===== src/rtl/counter_bank_pkg.sv =====
// Shared definitions for the lock-gated counter bank.
// Contents:
//   fsm_state_t    - lock qualification states (WAIT_LOCK, SETTLE, RUN)
//   load_ch_width  - width of the load channel select, never below 1 bit
package counter_bank_pkg;

  typedef enum logic [1:0] {
    WAIT_LOCK = 2'd0,
    SETTLE    = 2'd1,
    RUN       = 2'd2
  } fsm_state_t;

  function automatic int load_ch_width(input int channels);
    return (channels > 1) ? $clog2(channels) : 1;
  endfunction

endpackage


===== src/rtl/counter_channel.sv =====
// One WIDTH-bit counter of the bank with synchronous load, up/down stepping
// and wrap or saturate behaviour at the range limits.
// Ports:
//   clk_inner   in   counting clock
//   reset       in   asynchronous, active-high (already release-synchronised)
//   load        in   load this channel this cycle (wins over a step)
//   load_value  in   value written on load
//   step_en     in   take one step this cycle
//   dir_up      in   1 = step up, 0 = step down
//   saturate    in   1 = hold at the limit, 0 = wrap around
//   count       out  current counter value
//   tc          out  one-cycle terminal-count pulse, aligned with the count update
module counter_channel #(
  parameter int WIDTH = 8
) (
  input  logic             clk_inner,
  input  logic             reset,
  input  logic             load,
  input  logic [WIDTH-1:0] load_value,
  input  logic             step_en,
  input  logic             dir_up,
  input  logic             saturate,
  output logic [WIDTH-1:0] count,
  output logic             tc
);

  localparam logic [WIDTH-1:0] MAX_VAL = '1;
  localparam logic [WIDTH-1:0] ONE     = {{(WIDTH-1){1'b0}}, 1'b1};

  logic [WIDTH-1:0] count_d;
  logic             tc_d;

  // A wrap step pulses tc as it crosses the boundary; a saturating step pulses
  // tc only on the step that arrives at the limit, never while parked there.
  always_comb begin
    count_d = count;
    tc_d    = 1'b0;
    if (load) begin
      count_d = load_value;
    end else if (step_en) begin
      if (dir_up) begin
        if (count == MAX_VAL) begin
          if (!saturate) begin
            count_d = '0;
            tc_d    = 1'b1;
          end
        end else begin
          count_d = count + ONE;
          tc_d    = saturate && (count == (MAX_VAL - ONE));
        end
      end else begin
        if (count == '0) begin
          if (!saturate) begin
            count_d = MAX_VAL;
            tc_d    = 1'b1;
          end
        end else begin
          count_d = count - ONE;
          tc_d    = saturate && (count == ONE);
        end
      end
    end
  end

  always_ff @(posedge clk_inner or posedge reset) begin
    if (reset) begin
      count <= '0;
      tc    <= 1'b0;
    end else begin
      count <= count_d;
      tc    <= tc_d;
    end
  end

endmodule


===== src/rtl/lock_gated_counter_bank.sv =====
// Bank of CHANNELS independent counters clocked by the clock-wizard output.
// Counting only happens once the wizard lock has been synchronised and has
// stayed high for SETTLE_CYCLES cycles; a shared prescaler paces the steps.
// Ports:
//   clk_inner   in   counting clock (clock-wizard clk_out1)
//   reset       in   asynchronous, active-high
//   locked      in   clock-wizard lock, asynchronous to clk_inner
//   enable      in   per-channel count enable
//   dir_up      in   per-channel direction, 1 = up
//   saturate    in   per-channel mode, 1 = saturate, 0 = wrap
//   prescale    in   step every prescale+1 RUN cycles
//   load        in   synchronous load strobe
//   load_ch     in   channel to load (out-of-range values are ignored)
//   load_value  in   value to load
//   count       out  channel i at bits [i*WIDTH +: WIDTH]
//   tc          out  per-channel terminal-count pulse
//   running     out  high while the bank is in RUN
module lock_gated_counter_bank
  import counter_bank_pkg::*;
#(
  parameter int WIDTH         = 8,
  parameter int CHANNELS      = 4,
  parameter int PRESCALE_W    = 8,
  parameter int SETTLE_CYCLES = 16,
  localparam int LOAD_CH_W    = load_ch_width(CHANNELS)
) (
  input  logic                      clk_inner,
  input  logic                      reset,
  input  logic                      locked,
  input  logic [CHANNELS-1:0]       enable,
  input  logic [CHANNELS-1:0]       dir_up,
  input  logic [CHANNELS-1:0]       saturate,
  input  logic [PRESCALE_W-1:0]     prescale,
  input  logic                      load,
  input  logic [LOAD_CH_W-1:0]      load_ch,
  input  logic [WIDTH-1:0]          load_value,
  output logic [CHANNELS*WIDTH-1:0] count,
  output logic [CHANNELS-1:0]       tc,
  output logic                      running
);

  localparam int SETTLE_W = $clog2(SETTLE_CYCLES + 1);
  localparam logic [SETTLE_W-1:0] SETTLE_LAST = SETTLE_W'(SETTLE_CYCLES - 1);

  logic [1:0]            rst_pipe;
  logic                  rst_int;
  logic [1:0]            lock_pipe;
  logic                  lock_s;
  fsm_state_t            state_q;
  fsm_state_t            state_d;
  logic [SETTLE_W-1:0]   settle_cnt;
  logic [SETTLE_W-1:0]   settle_d;
  logic [PRESCALE_W-1:0] prescaler;
  logic                  run_active;
  logic                  tick;

  // Reset asserts immediately but is released only on a clock edge, so no
  // flop in the bank sees a reset removal close to clk_inner.
  always_ff @(posedge clk_inner or posedge reset) begin
    if (reset) begin
      rst_pipe <= 2'b11;
    end else begin
      rst_pipe <= {rst_pipe[0], 1'b0};
    end
  end

  assign rst_int = rst_pipe[1];

  // Two-flop synchroniser for the wizard lock, which comes from another domain.
  always_ff @(posedge clk_inner or posedge rst_int) begin
    if (rst_int) begin
      lock_pipe <= 2'b00;
    end else begin
      lock_pipe <= {lock_pipe[0], locked};
    end
  end

  assign lock_s = lock_pipe[1];

  always_ff @(posedge clk_inner or posedge rst_int) begin
    if (rst_int) begin
      state_q    <= WAIT_LOCK;
      settle_cnt <= '0;
      running    <= 1'b0;
    end else begin
      state_q    <= state_d;
      settle_cnt <= settle_d;
      running    <= (state_d == RUN);
    end
  end

  // Any low sample of the synchronised lock restarts qualification, so RUN
  // is only reached after an unbroken run of SETTLE_CYCLES high samples.
  always_comb begin
    state_d  = state_q;
    settle_d = '0;
    case (state_q)
      WAIT_LOCK: begin
        if (lock_s) begin
          state_d = SETTLE;
        end
      end
      SETTLE: begin
        if (!lock_s) begin
          state_d = WAIT_LOCK;
        end else if (settle_cnt == SETTLE_LAST) begin
          state_d = RUN;
        end else begin
          settle_d = settle_cnt + 1'b1;
        end
      end
      RUN: begin
        if (!lock_s) begin
          state_d = WAIT_LOCK;
        end
      end
      default: begin
        state_d = WAIT_LOCK;
      end
    endcase
  end

  assign run_active = (state_q == RUN);
  assign tick       = run_active && (prescaler == prescale);

  // A divisor lowered below the running count is not special-cased: the
  // prescaler rolls through its full range before matching again.
  always_ff @(posedge clk_inner or posedge rst_int) begin
    if (rst_int) begin
      prescaler <= '0;
    end else if (!run_active || tick) begin
      prescaler <= '0;
    end else begin
      prescaler <= prescaler + 1'b1;
    end
  end

  for (genvar i = 0; i < CHANNELS; i++) begin : g_chan
    counter_channel #(
      .WIDTH(WIDTH)
    ) u_chan (
      .clk_inner  (clk_inner),
      .reset      (rst_int),
      .load       (load && (32'(load_ch) == i)),
      .load_value (load_value),
      .step_en    (tick && enable[i]),
      .dir_up     (dir_up[i]),
      .saturate   (saturate[i]),
      .count      (count[i*WIDTH +: WIDTH]),
      .tc         (tc[i])
    );
  end

endmodule


===== config.mk =====
export PLATFORM = sky130hd
export DESIGN_NAME = lock_gated_counter_bank
export DESIGN_NICKNAME = d
export VERILOG_FILES = /design/src/rtl/counter_bank_pkg.sv /design/src/rtl/counter_channel.sv /design/src/rtl/lock_gated_counter_bank.sv
export SDC_FILE = /design/constraint.sdc
export NUM_CORES = 1
export LEC_CHECK = 0
export BUFFER_PORTS_ARGS = -buffer_cell sky130_fd_sc_hd__buf_2
export CAP_MARGIN = 20
export CORE_MARGIN = 3
export CORE_UTILIZATION = 55
export CTS_BUF_LIST = sky130_fd_sc_hd__clkbuf_4 sky130_fd_sc_hd__clkbuf_8
export CTS_CLUSTER_DIAMETER = 80
export DETAILED_ROUTE_END_ITERATION = 8
export HOLD_SLACK_MARGIN = 0.12
export PLACE_DENSITY_LB_ADDON = 0.1
export SYNTH_ARGS = -nofsm -noshare
export SYNTH_HDL_FRONTEND = slang
export SYNTH_SLANG_ARGS = --single-unit
export TNS_END_PERCENT = 1

===== constraint.sdc =====
create_clock -name clk_inner -period 5.1 [get_ports clk_inner]
set_clock_uncertainty 0.1 [all_clocks]
set_input_delay 0.255 -clock clk_inner [delete_from_list [all_inputs] [get_ports clk_inner]]
set_output_delay 0.255 -clock clk_inner [all_outputs]
set_load 0.05 [all_outputs]

==> qor.yml, run 1 <==
status: "complete, no violations"
drtIter0Drc: 331
synth_area_sq_um: 4780
synth.avg_cell_area_sq_um: 8.13
hold_depth: 3
syn_nets: 644
swShare_pct: 45.3
pwr_density_cell_nw_per_um2: 273
post_cts_buffers: 0
max-cap-violations: 0
timing.slew.headroom_pct: 54.9
grt_use_total_pct: 25.5
synthTopCellsByArea: "dfrtp_1 28%, ha_1 5.8%, nand2_1 4.4%"
pre_cts_ws_ps: 2510
synth_edf_count: 0
io_buffers: 70
syn_inst: 588
critical_path.endpoint_type: "register"
clkTransAtPathRegs_ps: 100
rsz0062_at_grt: "false"
clock_latency_ps: 320
route.vias.total: 4686
crit_chain: "inv_1, ha_1, nor4b_2, and2_1, o21ai_1, a211oi_1, a211oi_1"
die_area_sq_um: 9850
grt_max_degree: 55
final.min_clock_period_ps: 2510
synth.most_common_cell: "nand2_1"
peakVddDrop_uv: 138
cts_root_buf: "clkbuf_8"
clock_path_buffers: 2
cp_common_cell: "a211oi_1"
route.detailed.drc: 0
required_ps: 5230
wirelength_um: 12600
worst_slew_pin_slew_ps: 676
multi_input_area_sq_um: 3050
synth_top_cell_by_area: "dfrtp_1"
ys_seq_elements: 56
htreeDepth: 2
rows: 33
p_clk_share_pct: 17.6
slowest_delay_ps: 640
r2r_cells: 7
worst_path_max_delay_cell: "dfrtp_1"
crit_fanout: 15
grt_pass1_vias: 4388
grt_pass1_wl_um: 21000
timing.fmax_mhz: 398
power_leakage_nw: 2.13
drive_gt1_share_pct: 17.5
min_to: "g_chan[3].u_chan.count[3]$_DFFE_PP0P_"
rr_startpoint: "g_chan[1].u_chan.count[1]$_DFFE_PP0P_"
worstSetupStartpointType: "register"
drt-pass1-iter-count: 5
area_growth_pct: 7.77
ys_warn_count: 0
crit_arrival_ps: 2640
path_class: "reg -> reg"
nets: 679
diodes: 0
cts_buffers: 5
worstHoldStart: "load_value[3]"
routabilityCongestion: 0.855
die_w_um: 99.3
internal_power_mw: 0.771
pwr-share-comb_pct: 38.3
fin_ws_ps: 2590
regToRegSetupSlack_ps: 2590
setup_violations: 0
cts_sinks: 56
hold_viol: 0
use_met2_pct: 43.1
power_switching_mw: 0.637
antenna_found_initial: 0
hpwl_um: 9230
cts_hold_buffers: 2
hold_path.class: "in -> reg"
synthFlopType: "dfrtp_1"
use_met3_pct: 3.65
yosysSeqAreaShare_pct: 29.3
ant_nets: 0
seq_power_share_pct: 44.1
fin_setup_tns_ps: 0
fillers: 762
async_flop_share_pct: 100
grt.busiest_layer: "met2"
avgViaCountPerCell: 6.43
rr_endpoint: "g_chan[1].u_chan.count[7]$_DFFE_PP0P_"
cts_tree: "done"
synth_commonest_cells: "56 x nand2_1, 54 x dfrtp_1, 44 x nor2_1"
core_area_sq_um: 8340
start_util_pct: 57.4
wl_per_cell_um: 17.2
cts-resized-gates: 0
pin_count: 71
grt_overflow: 0
use_met1_pct: 34.4
layout.area.seq_sq_um: 1400
synth_cell_type_count: 80
drv_slew: 0
period_share_pct: 49.2
die_h_um: 99.3
synth_top_area_share_pct: 28.3
## logic make-up after synthesis
| logic type | after synthesis | share of synthesized area, % |
|---|---|---|
| and+or+nand+nor | 259 | 30.8 |
| AOI/OAI and AO/OA | 151 | 21.6 |
| buffers and inverters | 70 | 6.85 |
| DFF | 56 | 29.3 |
| xor gates and xnor gates | 23 | 4.21 |
| adders and majority gates | 22 | 5.75 |
| muxes | 6 | 1.31 |
| other | 1 | 0.0784 |
## critical path: cells and delay by family (launching register included)
kind / cells / cell delay, ps
flip-flops: 1 / 640
adder cells (fa/ha/maj): 1 / 230
buffers and inverters: 1 / 160
AND/OR/NAND/NOR: 2 / 390
AO/OA/AOI/OAI: 3 / 890
## worst max path at each step
stage / end / slack (ps) / start
after floorplan: g_chan[1].u_chan.count[2]$_DFFE_PP0P_ / 2530 / g_chan[1].u_chan.count[1]$_DFFE_PP0P_
after global placement: g_chan[0].u_chan.count[6]$_DFFE_PP0P_ / 2650 / state_q[0]$_DFF_PP0_
after detailed placement: g_chan[0].u_chan.count[0]$_DFFE_PP0P_ / 2510 / state_q[0]$_DFF_PP0_
after CTS: g_chan[0].u_chan.count[0]$_DFFE_PP0P_ / 2510 / state_q[0]$_DFF_PP0_
after global routing: g_chan[1].u_chan.count[2]$_DFFE_PP0P_ / 2400 / g_chan[1].u_chan.count[1]$_DFFE_PP0P_
final: g_chan[1].u_chan.count[7]$_DFFE_PP0P_ / 2590 / g_chan[1].u_chan.count[1]$_DFFE_PP0P_
## layout make-up
class	count	area share (%)
Sequential cell	56	27.2
Multi-Input combinational cell	462	59.2
Inverter	23	1.67
Timing Repair Buffer	75	7.62
Tap cell	105	2.55
Clock buffer	6	1.48
Clock inverter	2	0.243
## power by group through the flow
stage               logic [mW]  registers (mW)  clock network [mW]
floorplan                0.341           0.690                   0
global placement         0.529           0.622                   0
detailed placement       0.537           0.626                   0
CTS                      0.540           0.618               0.252
global route             0.590           0.635               0.272
finish                   0.539           0.621               0.248
## state kept, by name (all words and copies together) (netlist names)
register / cells
running: 1
g_chan.u_chan.count: 32
lock_pipe: 2
g_chan.u_chan.tc: 4
prescaler: 8
rst_pipe: 2
settle_cnt: 5
state_q: 2
## layer usage
layer / wire length (um) / vias to the layer above
met3: 757 / 25
met1: 5440 / 2249
met2: 6130 / 145
li1: - / 2267
met5: 0 / -
met4: 243 / 0
## placed cells by master, fill, tap and decap left out, drive strengths merged, types with 8 or more instances in the layout
| cell | count |
|---|---|
| buf | 72 |
| o31ai | 15 |
| a31oi | 14 |
| nand4 | 25 |
| a211oi | 17 |
| dfrtp | 54 |
| nand3 | 23 |
| nor3 | 24 |
| and3 | 9 |
| o211ai | 11 |
| ha | 22 |
| inv | 23 |
| nor2 | 45 |
| o21ai | 27 |
| nand2 | 56 |
| xnor2 | 15 |
| nor4 | 20 |
| a21oi | 25 |
| xor2 | 8 |
| o21a | 8 |
## per-stage QoR
step	std cells	instance area, sq um	hold WS [ps]	util, %	power, mW
5_1_grt	729	5150	134	61.8	1.50
3_3_place_gp	718	5040	182	60.4	1.15
4_1_cts	728	5150	124	61.7	1.41
6_report	729	5150	127	61.8	1.41
2_1_floorplan	588	4780	66.5	-	1.03
3_5_place_dp	718	5040	187	60.4	1.16
(Power assumes the default switching activity.)
==> inputs of run 2 (changes only) <==
--- a/config.mk
+++ b/config.mk
@@ -5,10 +5,11 @@
 export SDC_FILE = /design/constraint.sdc
 export NUM_CORES = 1
 export LEC_CHECK = 0
+export ABC_AREA = 1
 export BUFFER_PORTS_ARGS = -buffer_cell sky130_fd_sc_hd__buf_2
 export CAP_MARGIN = 20
 export CORE_MARGIN = 3
-export CORE_UTILIZATION = 55
+export CORE_UTILIZATION = 54
 export CTS_BUF_LIST = sky130_fd_sc_hd__clkbuf_4 sky130_fd_sc_hd__clkbuf_8
 export CTS_CLUSTER_DIAMETER = 80
 export DETAILED_ROUTE_END_ITERATION = 8
==> constraint.sdc (replaced) <==
create_clock -name clk_inner -period 2.2 [get_ports clk_inner]
set_clock_uncertainty 0.1 [all_clocks]
set_input_delay 0.11 -clock clk_inner [delete_from_list [all_inputs] [get_ports clk_inner]]
set_output_delay 0.11 -clock clk_inner [all_outputs]
set_load 0.05 [all_outputs]
==> run 2 against run 1 <==
  * Clock power is 150% higher
  * Maximum frequency is 31% higher
  * Synthesized cell count is 30% higher
  * Sequential power grew to 2.8 times the previous value
  * Worst hold slack better by 21 ps
  * Critical path type unchanged
  * Critical endpoint is now g_chan[2].u_chan.count[7]$_DFFE_PP0P_
  * Highest routed layer unchanged
==> qor.yml, run 2 <==
io_buffers: 70  # unchanged
cp_common_cell: "nand2_1"  # was a211oi_1
clock_path_buffers: 2  # unchanged
die_w_um: 101  # was 99.3 um
cts_sinks: 56  # unchanged
fillers: 812  # was 762
clock_latency_ps: 320  # about the same
route.met2.wl_um: 6050  # was 6130 um
crit_arrival_ps: 2030  # was 2640 ps
die_area_sq_um: 10300  # was 9850 sq um
cts_buffers: 5  # unchanged
seq_power_share_pct: 31.8  # was 44.1%
m1WireLength_um: 6030  # was 5440 um
fin_cells: 951  # was 729
timing.fmax_mhz: 523  # was 398 MHz
hold_path.class: "in -> reg"  # unchanged
crit_fanout: 9  # was 15
htreeDepth: 2  # unchanged
critical_path.endpoint_type: "register"  # unchanged
rsz0062_at_grt: "false"  # unchanged
max-cap-violations: 0  # unchanged
worst_slew_pin_slew_ps: 509  # was 676 ps
drv_slew: 0  # unchanged
required_ps: 2320  # was 5230 ps
largest-register: "g_chan.u_chan.count"  # unchanged
setup_violations: 0  # unchanged
power_leakage_nw: 2.98  # was 2.13 nW
worst_path_max_delay_cell: "dfrtp_1"  # unchanged
route.detailed.drc: 0  # unchanged
top_regs: "g_chan.u_chan.count: 32 flops, prescaler: 8 flops, settle_cnt: 5 flops"  # unchanged
syn_nets: 819  # was 644
regToRegSetupSlack_ps: 290  # was 2590 ps
wl_per_cell_um: 13.5  # was 17.2 um
timing.slew.headroom_pct: 66.0  # was 54.9%
synthTopCellsByArea: "dfrtp_1 28%, nand2_1 19%, nand3_1 9.2%"  # was dfrtp_1 28%, ha_1 5.8%, nand2_1 4.4%
dpl.cell_count: 929  # was 718
pwr-share-comb_pct: 57.0  # was 38.3%
synth_top_cell_by_area: "dfrtp_1"  # unchanged
wirelength_um: 12900  # was 12600 um
power_mw: 5.46  # was 1.41 mW
r2r_cells: 11  # was 7
drtIter0Drc: 221  # was 331
antenna_found_initial: 0  # unchanged
top_layer: "met4"  # unchanged
diodes: 0  # unchanged
rr_endpoint: "g_chan[2].u_chan.count[7]$_DFFE_PP0P_"  # was g_chan[1].u_chan.count[7]$_DFFE_PP0P_
crit_chain: "inv_1, ha_1, nand2_2, nor2_2, nand2_1, nand2_1, nand2_2, nand2_4, nand2_4, nand2_1, nand2_1"  # was inv_1, ha_1, nor4b_2, and2_1, o21ai_1, a211oi_1, a211oi_1
synth.avg_cell_area_sq_um: 6.43  # was 8.13 sq um
drive_gt1_share_pct: 16.3  # was 17.5%
status: "complete, no violations"  # unchanged
p_clk_share_pct: 11.2  # was 17.6%
cts_root_buf: "clkbuf_8"  # unchanged
synth.most_common_cell: "nand2_1"  # unchanged
nets: 898  # was 679
layout_common_cells: "247 x nand2_1, 90 x nand3_1, 79 x inv_1, 77 x nor2_1, 70 x buf_2"  # was 70 x buf_2, 56 x nand2_1, 54 x dfrtp_1, 44 x nor2_1, 25 x a21oi_1
post_cts_buffers: 0  # unchanged
avgViaCountPerCell: 5.37  # was 6.43
yosysSeqAreaShare_pct: 28.6  # was 29.3%
grt_pass1_wl_um: 21500  # was 21000 um
peakVddDrop_uv: 460  # was 138 uV
grt_pass1_vias: 4604  # was 4388
worstHoldStart: "enable[0]"  # was load_value[3]
die_h_um: 101  # was 99.3 um
grt_overflow: 0  # unchanged
min_to: "g_chan[0].u_chan.tc$_DFF_PP0_"  # was g_chan[3].u_chan.count[3]$_DFFE_PP0P_
fin_setup_tns_ps: 0  # unchanged
internal_power_mw: 2.48  # was 0.771 mW
grt_max_degree: 28  # was 55
worstSetupStartpointType: "register"  # unchanged
whs_ps: 149  # was 127 ps
power_switching_mw: 2.98  # was 0.637 mW
syn_inst: 763  # was 588
route.vias.total: 5103  # was 4686
async_flop_share_pct: 100  # unchanged
ant_nets: 0  # unchanged
synth_edf_count: 0  # unchanged
grt_use_total_pct: 25.8  # was 25.5%
mostFrequentLayoutCell: "nand2_1"  # was buf_2
ys_seq_elements: 56  # unchanged
hpwl_um: 9830  # was 9230 um
cts_tree: "done"  # unchanged
fin_util_pct: 63.3  # was 61.8%
start_util_pct: 56.0  # was 57.4%
period_share_pct: 87.0  # was 49.2%
pwr_density_cell_nw_per_um2: 984  # was 273 nW/um^2
drt-pass1-iter-count: 5  # unchanged
cts-resized-gates: 0  # unchanged
routabilityCongestion: 0.966  # was 0.855
rr_startpoint: "g_chan[2].u_chan.count[0]$_DFFE_PP0P_"  # was g_chan[1].u_chan.count[1]$_DFFE_PP0P_
hold_depth: 5  # was 3
wl_met3_um: 636  # was 757 um
synth_cell_type_count: 41  # was 80
hold_viol: 0  # unchanged
largest_reg_flops: 32  # unchanged
synthFlopType: "dfrtp_1"  # unchanged
cts_hold_buffers: 14  # was 2
rows: 34  # was 33
synth_top_area_share_pct: 27.5  # was 28.3%
core_area_sq_um: 8760  # was 8340 sq um
synth_commonest_cells: "247 x nand2_1, 90 x nand3_1, 80 x inv_1"  # was 56 x nand2_1, 54 x dfrtp_1, 44 x nor2_1
synth_area_sq_um: 4910  # was 4780 sq um
slowest_delay_ps: 470  # was 640 ps
area_growth_pct: 13.1  # was 7.77%
swShare_pct: 54.6  # was 45.3%
path_class: "reg -> reg"  # unchanged
final.min_clock_period_ps: 1910  # was 2510 ps
clkTransAtPathRegs_ps: 110  # was 100 ps
ys_warn_count: 0  # unchanged
pin_count: 71  # unchanged
-- run 2: worst max path at each step --
stage / depth (start not counted) / start / slack [ps] / end
after floorplan: 10 / g_chan[2].u_chan.count[1]$_DFFE_PP0P_ / 170 / g_chan[2].u_chan.count[1]$_DFFE_PP0P_
after global placement: 11 / g_chan[1].u_chan.count[0]$_DFFE_PP0P_ / 330 / g_chan[1].u_chan.count[0]$_DFFE_PP0P_
after detailed placement: 11 / g_chan[1].u_chan.count[0]$_DFFE_PP0P_ / 320 / g_chan[1].u_chan.count[5]$_DFFE_PP0P_
after CTS: 11 / g_chan[1].u_chan.count[0]$_DFFE_PP0P_ / 300 / g_chan[1].u_chan.count[5]$_DFFE_PP0P_
after global routing: 9 / g_chan[0].u_chan.count[3]$_DFFE_PP0P_ / 120 / g_chan[0].u_chan.count[1]$_DFFE_PP0P_
final: 11 / g_chan[2].u_chan.count[0]$_DFFE_PP0P_ / 290 / g_chan[2].u_chan.count[7]$_DFFE_PP0P_
-- run 2: critical path: cells and delay by family, from the launching register on --
kind / cells / cell delay (ps)
and+or+nand+nor: 9 / 840
DFF: 1 / 470
buffers and inverters: 1 / 190
adders and majority gates: 1 / 190
-- run 2: power groups by stage --
stage                     registers, mW  logic (mW)  clock network [mW]
after global routing               1.79        3.47               0.668
final                              1.74        3.11               0.612
after global placement             1.74        3.04                   0
after floorplan                    2.23        1.89                   0
after CTS                          1.73        3.10               0.626
after detailed placement           1.75        3.07                   0
-- run 2: cell families (layout without fill, tap and decap cells) --
logic type | after synthesis | count (layout) | synth area share, %
AND/OR/NAND/NOR | 470 | 470 | 42.7
buffers and inverters | 110 | 190 | 10.0
AO/OA/AOI/OAI | 84 | 84 | 9.39
flip-flops | 56 | 56 | 28.6
adder cells (fa/ha/maj) | 22 | 22 | 5.61
XOR/XNOR | 20 | 20 | 3.57
other | 1 | 1 | 0.0764
-- run 2: through the flow --
stage,setup slack [ps],area [sq um]
global route,124,5550
detailed placement,317,5310
floorplan,174,4910
CTS,297,5550
global placement,335,5310
finish,287,5550
-- run 2: metal layers --
metal | GRT usage, % | vias to the layer above
met2 | 42.6 | 152
li1 | - | 2579
met1 | 36.4 | 2354
met3 | 2.75 | 18
met4 | 5.93 | 0
met5 | 0 | -
-- run 2: cell type report --
class | count | area, sq um | share of cell area (%)
tap | 108 | 135 | 2.44
clock inverter | 1 | 7.51 | 0.135
sequential | 56 | 1400 | 25.3
clock buffer | 7 | 90.1 | 1.62
timing repair buffer | 95 | 573 | 10.3
multi-input combinational | 597 | 3010 | 54.3
inverter | 87 | 327 | 5.89
==> inputs of run 3 (changes only) <==
--- a/config.mk
+++ b/config.mk
@@ -8,8 +8,10 @@
 export ABC_AREA = 1
 export BUFFER_PORTS_ARGS = -buffer_cell sky130_fd_sc_hd__buf_2
 export CAP_MARGIN = 20
+export CELL_PAD_IN_SITES_DETAIL_PLACEMENT = 0
+export CELL_PAD_IN_SITES_GLOBAL_PLACEMENT = 1
 export CORE_MARGIN = 3
-export CORE_UTILIZATION = 54
+export CORE_UTILIZATION = 38
 export CTS_BUF_LIST = sky130_fd_sc_hd__clkbuf_4 sky130_fd_sc_hd__clkbuf_8
 export CTS_CLUSTER_DIAMETER = 80
 export DETAILED_ROUTE_END_ITERATION = 8
==> run 3 against run 2 <==
  * Combinational power up 3%
  * Largest power group unchanged
  * Die area up 39%
  * Largest cell class unchanged
  * First-iteration DRC count up 62%
  * Critical endpoint is now g_chan[1].u_chan.count[1]$_DFFE_PP0P_
  * Routed wire length up 8.0%
==> qor.yml, run 3 (synthesis results as in run 2) <==
die_w_um: 120  # was 101 um
critical_path.endpoint_type: "register"  # unchanged
rsz0062_at_grt: "false"  # unchanged
timing.fmax_mhz: 508  # was 523 MHz
route.vias.total: 4893  # was 5103
hold_depth: 6  # was 5
drtIter0Drc: 358  # was 221
antenna_found_initial: 0  # unchanged
postPlaceCellArea_sq_um: 5400  # was 5310 sq um
layout_common_cells: "247 x nand2_1, 90 x nand3_1, 79 x inv_1, 77 x nor2_1, 70 x buf_2"  # unchanged
clkTransAtPathRegs_ps: 110  # about the same
period_share_pct: 89.5  # was 87.0%
cts_sinks: 56  # unchanged
required_ps: 2350  # was 2320 ps
drv_slew: 0  # unchanged
largest-register: "g_chan.u_chan.count"  # unchanged
grt_overflow: 0  # unchanged
hold_path.class: "in -> reg"  # unchanged
start_util_pct: 39.8  # was 56.0%
post_cts_buffers: 0  # unchanged
pre_cts_ws_ps: 249  # was 317 ps
clock_latency_ps: 340  # was 320 ps
top_regs: "g_chan.u_chan.count: 32 flops, prescaler: 8 flops, settle_cnt: 5 flops"  # unchanged
final.min_clock_period_ps: 1970  # was 1910 ps
grt_pass1_vias: 4461  # was 4604
wl_per_cell_um: 13.7  # was 13.5 um
crit_arrival_ps: 2120  # was 2030 ps
hold_viol: 0  # unchanged
power_leakage_nw: 3.00  # was 2.98 nW
slowest_delay_ps: 470  # about the same
whs_ps: 153  # was 149 ps
crit_fanout: 9  # unchanged
setup_violations: 0  # unchanged
path_class: "reg -> reg"  # unchanged
largest_reg_flops: 32  # unchanged
drt-pass1-iter-count: 5  # unchanged
regToRegSetupSlack_ps: 230  # was 290 ps
max-cap-violations: 0  # unchanged
fin_util_pct: 45.9  # was 63.3%
nets: 901  # was 898
fin_ws_ps: 230  # was 287 ps
fin_setup_tns_ps: 0  # unchanged
io_buffers: 70  # unchanged
die_h_um: 120  # was 101 um
grt_use_total_pct: 19.5  # was 25.8%
crit_chain: "inv_1, ha_1, nand2_1, nor2_1, nand2_1, nand2_1, nand2_1, nand2_4, nand2_4, nand2_1, nand2_1"  # was inv_1, ha_1, nand2_2, nor2_2, nand2_1, nand2_1, nand2_2, nand2_4, nand2_4, nand2_1, nand2_1
cts_root_buf: "clkbuf_8"  # unchanged
mostFrequentLayoutCell: "nand2_1"  # unchanged
stdcell_area_sq_um: 5660  # was 5550 sq um
pin_count: 71  # unchanged
worstSetupStartpointType: "register"  # unchanged
die_area_sq_um: 14300  # was 10300 sq um
cp_common_cell: "nand2_1"  # unchanged
min_to: "g_chan[1].u_chan.count[2]$_DFFE_PP0P_"  # was g_chan[0].u_chan.tc$_DFF_PP0_
diodes: 0  # unchanged
peakVddDrop_uv: 377  # was 460 uV
worstHoldStart: "dir_up[1]"  # was enable[0]
core_area_sq_um: 12300  # was 8760 sq um
rr_endpoint: "g_chan[1].u_chan.count[1]$_DFFE_PP0P_"  # was g_chan[2].u_chan.count[7]$_DFFE_PP0P_
pwr_density_cell_nw_per_um2: 978  # was 984 nW/um^2
r2r_cells: 11  # unchanged
worst_path_max_delay_cell: "dfrtp_1"  # unchanged
cts_buffers: 5  # unchanged
rows: 40  # was 34
area_growth_pct: 15.3  # was 13.1%
clock_path_buffers: 2  # unchanged
rr_startpoint: "g_chan[1].u_chan.count[0]$_DFFE_PP0P_"  # was g_chan[2].u_chan.count[0]$_DFFE_PP0P_
startpoint: "g_chan[1].u_chan.count[0]$_DFFE_PP0P_"  # was g_chan[2].u_chan.count[0]$_DFFE_PP0P_
route.detailed.drc: 0  # unchanged
grt_pass1_wl_um: 22700  # was 21500 um
ant_nets: 0  # unchanged
fin_cells: 1014  # was 951
wirelength_um: 13900  # was 12900 um
routabilityCongestion: 0.904  # was 0.966
status: "complete, no violations"  # unchanged
power_mw: 5.53  # was 5.46 mW
htreeDepth: 2  # unchanged
grt_max_degree: 55  # was 28
worst_slew_pin_slew_ps: 531  # was 509 ps
timing.slew.headroom_pct: 64.5  # was 66.0%
avgViaCountPerCell: 4.83  # was 5.37
dpl.cell_count: 990  # was 929
cts_tree: "done"  # unchanged
drive_gt1_share_pct: 16.3  # about the same
hpwl_um: 10600  # was 9830 um
[run 3: routing by layer]
layer,wire (um),GRT usage (%)
met5,0,0
met4,191,4.80
met3,398,3.02
met2,6270,30.4
met1,7050,28.5
[run 3: final cells by class]
type                            instances  area (sq um)
Tap cell                              168           210
Clock inverter                          3          22.5
Multi-Input combinational cell        597          3010
Clock buffer                            5          68.8
Sequential cell                        56          1400
Timing Repair Buffer                   98           613
Inverter                               87           327
Fill cell                            1355          6660
[run 3: how the worst max path moves through the flow]
stage,to,cells after the start
finish,g_chan[1].u_chan.count[1]$_DFFE_PP0P_,11
global route,g_chan[1].u_chan.count[0]$_DFFE_PP0P_,11
CTS,g_chan[1].u_chan.count[7]$_DFFE_PP0P_,11
detailed placement,g_chan[1].u_chan.count[0]$_DFFE_PP0P_,11
global placement,g_chan[1].u_chan.count[1]$_DFFE_PP0P_,10
floorplan,g_chan[2].u_chan.count[1]$_DFFE_PP0P_,10
[run 3: power breakdown]
group	switching (mW)	internal, mW	total, mW
Sequential	0.477	1.24	1.72
Combinational	2.21	0.995	3.20
Clock	0.381	0.229	0.610
[run 3: timing repair]
action                                 CTS  global route
endpoints found under the hold margin   30             0
gates resized for setup                  0             0
hold buffers                            16             0
[run 3: worst max-delay path: cells and delay by family (launching register included)]
| family | cells | cell delay (ps) |
|---|---|---|
| DFF | 1 | 470 |
| adders and majority gates | 1 | 180 |
| buffers and inverters | 1 | 190 |
| and+or+nand+nor | 9 | 940 |
